===== config.mk =====
export PLATFORM = sky130hd
export DESIGN_NAME = lpc_record_tx
export DESIGN_NICKNAME = d
export VERILOG_FILES = /design/src/rtl/lpc_sniffer_pkg.sv /design/src/rtl/nibble_to_hex.sv /design/src/rtl/lpc_record_tx.sv
export SDC_FILE = /design/constraint.sdc
export NUM_CORES = 1
export LEC_CHECK = 0
export CORE_ASPECT_RATIO = 2
export CORE_MARGIN = 2
export CORE_UTILIZATION = 55
export CTS_CLUSTER_DIAMETER = 120
export DETAILED_ROUTE_END_ITERATION = 6
export HOLD_SLACK_MARGIN = 0.03
export PLACE_DENSITY = 0.86
export REMOVE_ABC_BUFFERS = 1
export SYNTH_ARGS = -nofsm -noshare
export SYNTH_HDL_FRONTEND = slang
export SYNTH_SLANG_ARGS = --single-unit

===== constraint.sdc =====
create_clock -name clock -period 2.85 [get_ports clock]
set_clock_uncertainty 0.05 [all_clocks]
set_input_delay 0.855 -clock clock [delete_from_list [all_inputs] [get_ports clock]]
set_output_delay 0.855 -clock clock [all_outputs]
set_load 0.005 [all_outputs]

===== src/rtl/lpc_sniffer_pkg.sv =====
// -----------------------------------------------------------------------------
// lpc_sniffer_pkg
// Shared definitions for the LPC sniffer record path:
//   - state_e        : state encoding of the record transmitter FSM
//   - REC_W_DEFAULT  : default record width in bits (48)
//   - ASCII_CR/LF    : line terminator bytes appended in hex-ASCII mode
//   - ST_W           : width of the state encoding, used for debug outputs
// -----------------------------------------------------------------------------
package lpc_sniffer_pkg;

   localparam int REC_W_DEFAULT = 48;

   localparam logic [7:0] ASCII_CR = 8'h0D;
   localparam logic [7:0] ASCII_LF = 8'h0A;

   localparam int ST_W = 3;

   typedef enum logic [ST_W-1:0] {
      ST_IDLE  = 3'd0,
      ST_POP   = 3'd1,
      ST_WAIT  = 3'd2,
      ST_LATCH = 3'd3,
      ST_SEND  = 3'd4
   } state_e;

endpackage : lpc_sniffer_pkg


===== src/rtl/nibble_to_hex.sv =====
// -----------------------------------------------------------------------------
// nibble_to_hex
// Purely combinational conversion of a 4-bit value to its uppercase ASCII
// hex character ('0'-'9', 'A'-'F').
// Ports:
//   nibble_i  [3:0]  value to convert
//   ascii_o   [7:0]  ASCII code of the hex digit
// -----------------------------------------------------------------------------
module nibble_to_hex (
   input  logic [3:0] nibble_i,
   output logic [7:0] ascii_o
);

   always_comb begin
      ascii_o = 8'h30;
      if (nibble_i < 4'd10) begin
         ascii_o = 8'h30 + {4'h0, nibble_i};
      end else begin
         // 'A' is 0x41; nibble 10 maps to it.
         ascii_o = 8'h37 + {4'h0, nibble_i};
      end
   end

endmodule : nibble_to_hex


===== src/rtl/lpc_record_tx.sv =====
// -----------------------------------------------------------------------------
// lpc_record_tx
// Pops fixed-width records from a ring buffer and streams them byte by byte
// to a UART transmitter, most significant byte first.
//
// Build option: define HEX_ASCII_EN to send each record as 2*NB uppercase
// ASCII hex characters followed by CR, LF. Without it, NB raw bytes are sent
// with no terminator.
//
// Parameters:
//   DW  record width in bits (multiple of 8)
//   NB  bytes per record, derived as DW/8
// Ports:
//   clock              single clock, rising edge
//   reset              asynchronous active-low reset
//   empty              ring buffer holds no record
//   overflow           ring buffer full and dropping writes
//   read_data [DW-1:0] record at the ring buffer read pointer
//   read_clock_enable  one-cycle pop strobe to the ring buffer
//   tx_data   [7:0]    byte to the UART transmitter
//   tx_valid           tx_data holds a valid byte
//   tx_ready           transmitter accepts tx_data this cycle
//   busy               high in every state except IDLE
//   lost               sticky: overflow seen since reset
//   dbg_state_o        current FSM state encoding
//
// Handshake: a byte moves on a rising edge where tx_valid and tx_ready are
// both high. Once tx_valid rises it stays high, with tx_data unchanged, until
// that transfer happens; tx_ready while tx_valid is low is ignored.
// -----------------------------------------------------------------------------
module lpc_record_tx
   import lpc_sniffer_pkg::*;
#(
   parameter  int DW = REC_W_DEFAULT,
   localparam int NB = DW / 8
) (
   input  logic            clock,
   input  logic            reset,
   input  logic            empty,
   input  logic            overflow,
   input  logic [DW-1:0]   read_data,
   output logic            read_clock_enable,
   output logic [7:0]      tx_data,
   output logic            tx_valid,
   input  logic            tx_ready,
   output logic            busy,
   output logic            lost,
   output logic [ST_W-1:0] dbg_state_o
);

`ifdef HEX_ASCII_EN
   // Two characters per byte plus CR and LF.
   localparam int FRAME = 2 * NB + 2;
   // The shift register advances one nibble per character.
   localparam int STEP  = 4;
`else
   localparam int FRAME = NB;
   localparam int STEP  = 8;
`endif

   // Counter just wide enough to index every byte of a frame.
   localparam int CW = (FRAME > 1) ? $clog2(FRAME) : 1;
   localparam logic [CW-1:0] LAST_IDX = CW'(FRAME - 1);

   state_e          state_q, state_d;
   logic [DW-1:0]   shift_q, shift_d;
   logic [CW-1:0]   cnt_q,   cnt_d;
   logic            lost_q,  lost_d;
   // Low for the first edge after reset release so the earliest POP is
   // entered on the second rising edge.
   logic            armed_q, armed_d;

   logic [7:0]      cur_byte;

   // --------------------------------------------------------------------------
   // Byte currently presented to the transmitter
   // --------------------------------------------------------------------------
`ifdef HEX_ASCII_EN
   localparam logic [CW-1:0] CR_IDX = CW'(2 * NB);

   logic [7:0] hex_char;

   nibble_to_hex u_nibble_to_hex (
      .nibble_i (shift_q[DW-1 -: 4]),
      .ascii_o  (hex_char)
   );

   always_comb begin
      cur_byte = hex_char;
      if (cnt_q == CR_IDX) begin
         cur_byte = ASCII_CR;
      end else if (cnt_q == LAST_IDX) begin
         cur_byte = ASCII_LF;
      end
   end
`else
   always_comb begin
      cur_byte = shift_q[DW-1 -: 8];
   end
`endif

   // --------------------------------------------------------------------------
   // State register
   // --------------------------------------------------------------------------
   always_ff @(posedge clock or negedge reset) begin
      if (!reset) begin
         state_q <= ST_IDLE;
         shift_q <= '0;
         cnt_q   <= '0;
         lost_q  <= 1'b0;
         armed_q <= 1'b0;
      end else begin
         state_q <= state_d;
         shift_q <= shift_d;
         cnt_q   <= cnt_d;
         lost_q  <= lost_d;
         armed_q <= armed_d;
      end
   end

   // --------------------------------------------------------------------------
   // Next-state and output logic
   // --------------------------------------------------------------------------
   always_comb begin
      state_d           = state_q;
      shift_d           = shift_q;
      cnt_d             = cnt_q;
      armed_d           = 1'b1;
      lost_d            = lost_q | overflow;
      read_clock_enable = 1'b0;
      tx_valid          = 1'b0;
      tx_data           = 8'h00;

      unique case (state_q)
         ST_IDLE: begin
            if (armed_q && !empty) begin
               state_d = ST_POP;
            end
         end

         ST_POP: begin
            read_clock_enable = 1'b1;
            state_d           = ST_WAIT;
         end

         // Buffer presents the popped record one cycle after the strobe.
         ST_WAIT: begin
            state_d = ST_LATCH;
         end

         ST_LATCH: begin
            shift_d = read_data;
            cnt_d   = '0;
            state_d = ST_SEND;
         end

         ST_SEND: begin
            tx_valid = 1'b1;
            tx_data  = cur_byte;
            if (tx_ready) begin
               if (cnt_q == LAST_IDX) begin
                  state_d = ST_IDLE;
               end else begin
                  cnt_d   = cnt_q + 1'b1;
                  // In hex mode this keeps shifting through CR/LF; the zeros
                  // shifted in are never presented.
                  shift_d = shift_q << STEP;
               end
            end
         end

         default: begin
            state_d = ST_IDLE;
         end
      endcase
   end

   assign busy        = (state_q != ST_IDLE);
   assign lost        = lost_q;
   assign dbg_state_o = state_q;

endmodule : lpc_record_tx

# Yosys cells after proc, flatten, opt, wreduce, memory -nomap -nowiden
# Index checks and enable logic that the tools add are counted.
# classes
addsub,1
mul,0
div_mod_pow,0
magnitude_cmp,0
eq_ne,9
shift,0
muxes,13
bitwise,1
reduce_logical,7
# ops
op,count
48-bit 2-to-1 mux,2
48-bit case mux with 2 select lines,1
3-bit 2-to-1 mux,5
3-bit case mux with 5 select lines,1
8-bit 2-to-1 mux,1
"2-bit != test, second input constant",4
"3-bit by 2-bit equality test with 1-bit output, second input constant",2
"3-bit equality test, second input constant",2
3-bit case mux with 2 select lines,1
3-bit AND reduction,2
"3-bit by 1-bit adder with 3-bit output, second input constant",1
"3-bit by 1-bit equality test with 1-bit output, second input constant",1
3-bit logical NOT,1
3-bit nonzero test,1
1-bit 2-to-1 mux,2
2-bit nonzero test,1
1-bit logical AND,1
1-bit logical NOT,1
1-bit bitwise OR,1
# totals
ff_bits,56
latch_bits,0
mem_bits_rw,0
mem_bits_ro,0
input_bits,53
output_inout_bits,15
wordCells,36
memories,0

# Depth between registers and ports, before layout
# Gate-level depths: netlist (run 1).
# depth
ltp_word,4
ltp_mapped,7
depth_no_buf,5

# Worst setup path after synthesis (run 1)
# Ideal clock, no wire load.
# synth_path
kind,register -> output
startpoint,reg state_q[1] (netlist: dbg_state_o[1])
endpoint,out tx_data[0]
t_arrival_ps,1437
t_required_ps,1945
path_slack_ps,508
path_stages_with_launch,6
path_buffers,2
cell_sequence,dfrtp_1 or3b_1 buf_6 inv_4 clkbuf_1 and2_1
# synth_via
elab_chain_len,2
# synth_rtl
item,line_no,rtl
from (decl),lpc_record_tx.sv:65,"state_e state_q, state_d;"
from (signal assigned),lpc_record_tx.sv:113,state_q <= state_d;
3-bit equality test,lpc_record_tx.sv:134,unique case (state_q)
8-bit 2-to-1 mux,lpc_record_tx.sv:134,
to (decl),lpc_record_tx.sv:43,"output logic [7:0] tx_data,"
# No other way between the ends.

# Final worst setup path (run 1)
# layout_path
startpoint,reg state_q[2] (netlist: dbg_state_o[2])
endpoint,out tx_data[1]
# Same word-level chain as after synthesis.

==> results of run 1 <==
## worst min-delay path by stage
stage | start | to | slack (ns) | depth (start not counted)
2_1_floorplan | lost | lost | 0.41 | 1
3_3_place_gp | lost | lost | 0.40 | 1
3_5_place_dp | lost | lost | 0.41 | 1
4_1_cts | lost | lost | 0.43 | 1
5_1_grt | lost | lost | 0.45 | 1
6_report | lost | lost | 0.43 | 1
## area by class of cell
| cell class | instances | area, µm² | area share |
|---|---|---|---|
| multi-input combinational | 123 | 1510 | 0.390 |
| clock buffer | 5 | 68.8 | 0.0178 |
| clock inverter | 1 | 30.0 | 0.00776 |
| tap | 60 | 75.1 | 0.0194 |
| timing repair buffer | 76 | 758 | 0.196 |
| inverter | 4 | 22.5 | 0.00582 |
| sequential | 56 | 1400 | 0.363 |
## timing repair
action / CTS / global route
endpoints found under the setup margin: 8 / 8
hold buffers: 0 / 0
resized for setup: 3 / 1
buffers inserted: 1 / 2
## state kept, by name (all words and copies together), names as in the netlist
register	flops
shift_q	48
cnt_q	3
dbg_state_o	3
armed_q	1
lost	1
## placed cells by master, fill, tap and decap left out, drive strengths merged, types with 2 or more instances in the layout
master / netlist / routed
a21oi: 2 / 2
dfrtp: 56 / 56
o21ai: 2 / 2
clkdlybuf4s50: 0 / 66
nand2: 2 / 2
buf: 10 / 10
and2: 8 / 8
nor2: 2 / 2
ha: 2 / 2
clkbuf: 2 / 5
inv: 4 / 4
mux2: 81 / 81
a22o: 8 / 8
## stage by stage
step	cell area, µm²	util	worst slack [ns]	instances	hold slack, ns
floorplan	2930	-	-0.435	183	0.412
global placement	3740	0.690	0.316	316	0.400
detailed placement	3740	0.690	0.288	316	0.407
CTS	3850	0.711	0.0137	323	0.432
global route	3870	0.714	-0.00122	325	0.453
finish	3870	0.714	0.0829	325	0.429
## logic make-up (layout without fill, tap and decap cells)
| group | after synthesis | in the layout | synth area share |
|---|---|---|---|
| multiplexers | 82 | 82 | 0.390 |
| flip-flops | 56 | 56 | 0.453 |
| AND/OR/NAND/NOR | 21 | 21 | 0.0417 |
| AO/OA/AOI/OAI | 16 | 16 | 0.0433 |
| buffers and inverters | 16 | 86 | 0.0595 |
| adder cells (fa/ha/maj) | 2 | 2 | 0.00809 |
| other | 1 | 1 | 0.00121 |
| XOR/XNOR | 1 | 1 | 0.00283 |
## critical path: stages (launching register included)
cell	delay (ns)
sky130_fd_sc_hd__dfrtp_2	0.41
sky130_fd_sc_hd__or3b_4	0.43
sky130_fd_sc_hd__inv_8	0.10
sky130_fd_sc_hd__and2_1	0.12
sky130_fd_sc_hd__clkdlybuf4s50_1	0.49
## layer usage
metal	GRT usage	share of wire	up-vias
li1	-	-	833
met2	0.323	0.53	42
met3	0.0280	0.032	7
met5	0	0	-
met4	0.0698	0.019	0
met1	0.229	0.41	903
## synth_stat cells, types with 2 or more instances
cell	n	area, µm²
sky130_fd_sc_hd__a21oi_1	2	10.0
sky130_fd_sc_hd__a22o_1	8	70.1
sky130_fd_sc_hd__and2_1	8	50.1
sky130_fd_sc_hd__buf_12	4	80.1
sky130_fd_sc_hd__buf_6	3	33.8
sky130_fd_sc_hd__buf_8	3	45.0
sky130_fd_sc_hd__clkbuf_1	2	7.51
sky130_fd_sc_hd__dfrtp_1	56	1400
sky130_fd_sc_hd__ha_1	2	25.0
sky130_fd_sc_hd__inv_1	3	11.3
sky130_fd_sc_hd__mux2_2	5	56.3
sky130_fd_sc_hd__mux2_4	76	1140
sky130_fd_sc_hd__nand2_1	2	7.51
sky130_fd_sc_hd__nor2_1	2	7.51
sky130_fd_sc_hd__o21ai_0	2	10.0
## power groups by stage
stage                     Clock, mW  Sequential [mW]  Combinational (mW)
after global placement            0             1.38                1.50
after floorplan                   0             1.34                1.16
after CTS                     0.513             1.38                1.57
final                         0.491             1.38                1.56
after detailed placement          0             1.40                1.53
after global routing          0.530             1.43                1.67
==> summary.txt, run 1 <==
leakage component of the power - 1.81 nW
number of buffers inserted during clock tree synthesis - 5
Async SR Flop Fraction - 1.00
power per cell area - 888 nW/µm²
worst flop-to-flop path startpoint - dbg_state_o[2]
post-detail-place hpwl - 3.84 mm
kind of end point of the critical path - output pin
proportion of power drawn by the clock network - 0.143
via total after detailed routing - 1785
share of synthesized area occupied by flip-flops and latches - 0.453
total clock sinks - 56
global-route wire length before repair - 9.13 mm
number of max-capacitance violations reported - 0
H-tree levels - 2
clock latency of the later-clocked register in the worst-skew pair - 0.30 ns
largest net degree at the start of global routing - 44
vias per std cell - 5.49
flops & latches, synth - 56
clock tree from TritonCTS - built
worst-case vdd ir drop - 0.000810 V
fraction of layout cells with a size suffix above 1 - 0.392
width of the die - 57.0 µm
area of the die - 6280 µm²
switching portion of total power - 0.276
min cycle time layout - 2.77 ns
share of the cycle needed by the critical path after routing - 0.971
count of endpoints failing hold in the final timing report - 0
residual DRC count - 0
count of warnings emitted by yosys - 0
arrival time reported for the critical path endpoint - 1.86 ns
Overflow after GRT - 0
total routing usage reported by global routing - 0.185
destination of the critical timing path - tx_data[1]
number of enable flip-flop cells after synthesis - 0
final net count - 321
row count - 38
sort of element at the start of the critical path - flop
FF-to-FF End - shift_q[18]
antenna violations before repair - 0
violation count after the first detailed-routing iteration - 36
distinct cell type count of the synthesized netlist - 32
endpoints failing setup - 0
number of fillers in the final layout - 377
remaining antenna violation count after routing - 0
actual transition at the worst max-transition pin - 0.750 ns
final-layout setup total negative slack - 0 ns
clock edge transition at the registers on the reported setup and hold paths - 0.09 ns
critical path launch point - dbg_state_o[2]
Seq pwr share - 0.402
pins over their slew limit - 0
I/O Buffers - 67
worst min-delay path class - reg -> reg
iteration count of the initial detailed-routing pass - 3
critical path start-end classification - reg -> out
Primary FF master, synth - sky130_fd_sc_hd__dfrtp_1
post-layout total power - 3.44 mW
R2R depth - 4
Worst slew margin - 0.500
WL/cell - 16.8 µm
Internal - 2.49 mW
mean instance size in the synthesized netlist - 15.9 µm²
portion of total power attributed to combinational logic - 0.455
Top-Level Pins - 68
Root Buffer - sky130_fd_sc_hd__clkbuf_8
upper clock frequency limit - 0.361 GHz
Net Sw Power - 0.950 mW
Initial Utilization - 0.571
outcome - completed
gate count of the mapped netlist - 195
Max FO, Critical Path - 11
number of global-route vias before repair - 1956
worst reg2reg setup slack - 0.67 ns
synthesized cell area - 3090 µm²
gpl congestion - 0.755
maximum buffer depth of the clock tree - 2
Total Routed Length - 5.47 mm
area inside the core boundary - 5420 µm²
antenna fix cells - 0
Area Growth Syn to Fin - 25.1%
die boundary height - 110 µm
required time of the critical path - 1.95 ns
No activity file was read; power rests on OpenSTA's default activity.
==> run 2: changes to the inputs <==
--- a/config.mk
+++ b/config.mk
@@ -6,7 +6,6 @@
 export NUM_CORES = 1
 export LEC_CHECK = 0
 export CORE_ASPECT_RATIO = 2
-export CORE_MARGIN = 2
 export CORE_UTILIZATION = 55
 export CTS_CLUSTER_DIAMETER = 120
 export DETAILED_ROUTE_END_ITERATION = 6
==> run 2 against run 1 <==
  * Final cell count grew 0.92%
  * Highest routed layer unchanged
  * Register-to-register slack gained 0.07 ns
  * Sequential share of layout area shrank 0.39 points
  * Via count shrank 0.45%
  * Die area shrank 5.3%
  * Global-route usage grew 2.0 points
==> summary.txt, run 2 (synthesis gave the netlist of run 1 again) <==
outcome - completed
fraction of layout cells with a size suffix above 1 - 0.396
share of the cycle needed by the critical path after routing - 0.970
post-detail-place hpwl - 3.66 mm
count of endpoints failing hold in the final timing report - 0
power per cell area - 897 nW/µm²
commonest non-fill, non-tap cells in the layout - sky130_fd_sc_hd__mux2_4 (76), sky130_fd_sc_hd__clkdlybuf4s50_1 (64), sky130_fd_sc_hd__dfrtp_1 (55)
number of global-route vias before repair - 1809
Final Util - 0.721
min cycle time layout - 2.76 ns
R2R depth - 4
leading cell type in the layout, fill and taps excluded - sky130_fd_sc_hd__mux2_4
total clock sinks - 56
iteration count of the initial detailed-routing pass - 4
number of buffers inserted during clock tree synthesis - 5
hold-critical path endpoint - lost
global-route wire length before repair - 8.56 mm
number of fillers in the final layout - 371
upper clock frequency limit - 0.362 GHz
total routing usage reported by global routing - 0.206
maximum buffer depth of the clock tree - 2
required time of the critical path - 1.95 ns
clock latency of the later-clocked register in the worst-skew pair - 0.32 ns
H-tree levels - 2
worst reg2reg setup slack - 0.74 ns
sort of element at the start of the critical path - flop
actual transition at the worst max-transition pin - 0.742 ns
largest register by flop count - shift_q
Hold Crit Depth - 1
Initial Utilization - 0.571
gpl congestion - 0.821
via total after detailed routing - 1777
remaining antenna violation count after routing - 0
row count - 38
final net count - 322
FF-to-FF End - shift_q[18]
worst min-delay path class - reg -> reg
worst flop-to-flop path startpoint - dbg_state_o[2]
Overflow after GRT - 0
quantity of hold-fixing buffers added after cts - 0
antenna fix cells - 0
endpoints failing setup - 0
Area Growth Syn to Fin - 26.3%
Top-Level Pins - 68
area of the die - 5950 µm²
clock tree from TritonCTS - built
Worst slew margin - 0.505
arrival time reported for the critical path endpoint - 1.86 ns
Max FO, Critical Path - 11
residual DRC count - 0
area inside the core boundary - 5420 µm²
kind of end point of the critical path - output pin
pins over their slew limit - 0
antenna violations before repair - 0
die boundary height - 108 µm
vias per std cell - 5.42
I/O Buffers - 67
number of max-capacitance violations reported - 0
final-layout setup total negative slack - 0 ns
Root Buffer - sky130_fd_sc_hd__clkbuf_8
violation count after the first detailed-routing iteration - 23
number of flip-flops in the largest register - 48
setup repair after global routing missed its margin - no
Total Routed Length - 5.40 mm
beginning of the worst hold path - lost
largest net degree at the start of global routing - 44
leakage component of the power - 1.87 nW
clock edge transition at the registers on the reported setup and hold paths - 0.10 ns
critical path start-end classification - reg -> out
width of the die - 55.0 µm
worst-case vdd ir drop - 0.000729 V
WL/cell - 16.5 µm
==> run 2: changes by cell type in the layout (fill, tap and decap cells not counted), sizes merged <==
cell	change
dlymetal6s2s	+2
clkbuf	+2
buf	+1
clkdlybuf4s50	-2
==> run 2: worst max path at each step <==
stage | startpoint | endpoint | slack, ns | cells after the start
4_1_cts | dbg_state_o[1] | tx_data[5] | 0.05 | 4
3_5_place_dp | dbg_state_o[0] | tx_data[5] | 0.30 | 4
6_report | dbg_state_o[0] | tx_data[5] | 0.09 | 4
5_1_grt | dbg_state_o[1] | tx_data[3] | 0.004 | 4
3_3_place_gp | dbg_state_o[0] | tx_data[5] | 0.32 | 4
2_1_floorplan | dbg_state_o[2] | tx_data[0] | -0.43 | 3
==> run 2: timing repair <==
action | 4_1_cts | 5_1_grt
setup endpoints to repair | 8 | 7
pin swaps | 0 | 0
setup buffers | 2 | 3
resized for setup | 3 | 2
==> run 2: power by group <==
part           switching [mW]  internal, mW
registers               0.206          1.17
clock network           0.256         0.310
logic                   0.506          1.06
total                   0.968          2.54
==> run 2: cell type report <==
class | instances | area, µm² | share of cell area
Tap cell | 60 | 75.1 | 0.0192
Clock buffer | 7 | 96.3 | 0.0247
Clock inverter | 1 | 30.0 | 0.00768
Timing Repair Buffer | 77 | 771 | 0.197
Inverter | 4 | 22.5 | 0.00576
Sequential cell | 56 | 1400 | 0.359
Multi-Input combinational cell | 123 | 1510 | 0.386
==> run 2: stage by stage <==
| step | hold WS, ns | setup WS [ns] | std cells | power [mW] | instance area, µm² |
|---|---|---|---|---|---|
| finish | 0.431 | 0.0864 | 328 | 3.50 | 3910 |
| global route | 0.447 | 0.00363 | 328 | 3.69 | 3910 |
| CTS | 0.435 | 0.0498 | 325 | 3.52 | 3880 |
| detailed placement | 0.406 | 0.295 | 315 | 2.91 | 3730 |
| global placement | 0.403 | 0.321 | 315 | 2.85 | 3730 |
| floorplan | 0.412 | -0.435 | 183 | 2.49 | 2930 |
==> run 2: worst max-delay path: stages, from the launching register on <==
cell and delay (ns):
sky130_fd_sc_hd__dfrtp_2 0.41, sky130_fd_sc_hd__or3b_4 0.41, sky130_fd_sc_hd__inv_8 0.10, sky130_fd_sc_hd__and2_1 0.13, sky130_fd_sc_hd__clkdlybuf4s50_1 0.49
==> run 2: layer usage <==
metal	part of all wire	up-vias	GRT usage
met3	0.035	8	0.0506
li1	-	833	-
met5	0	-	0
met2	0.52	42	0.330
met4	0.024	0	0.0982
met1	0.42	894	0.247
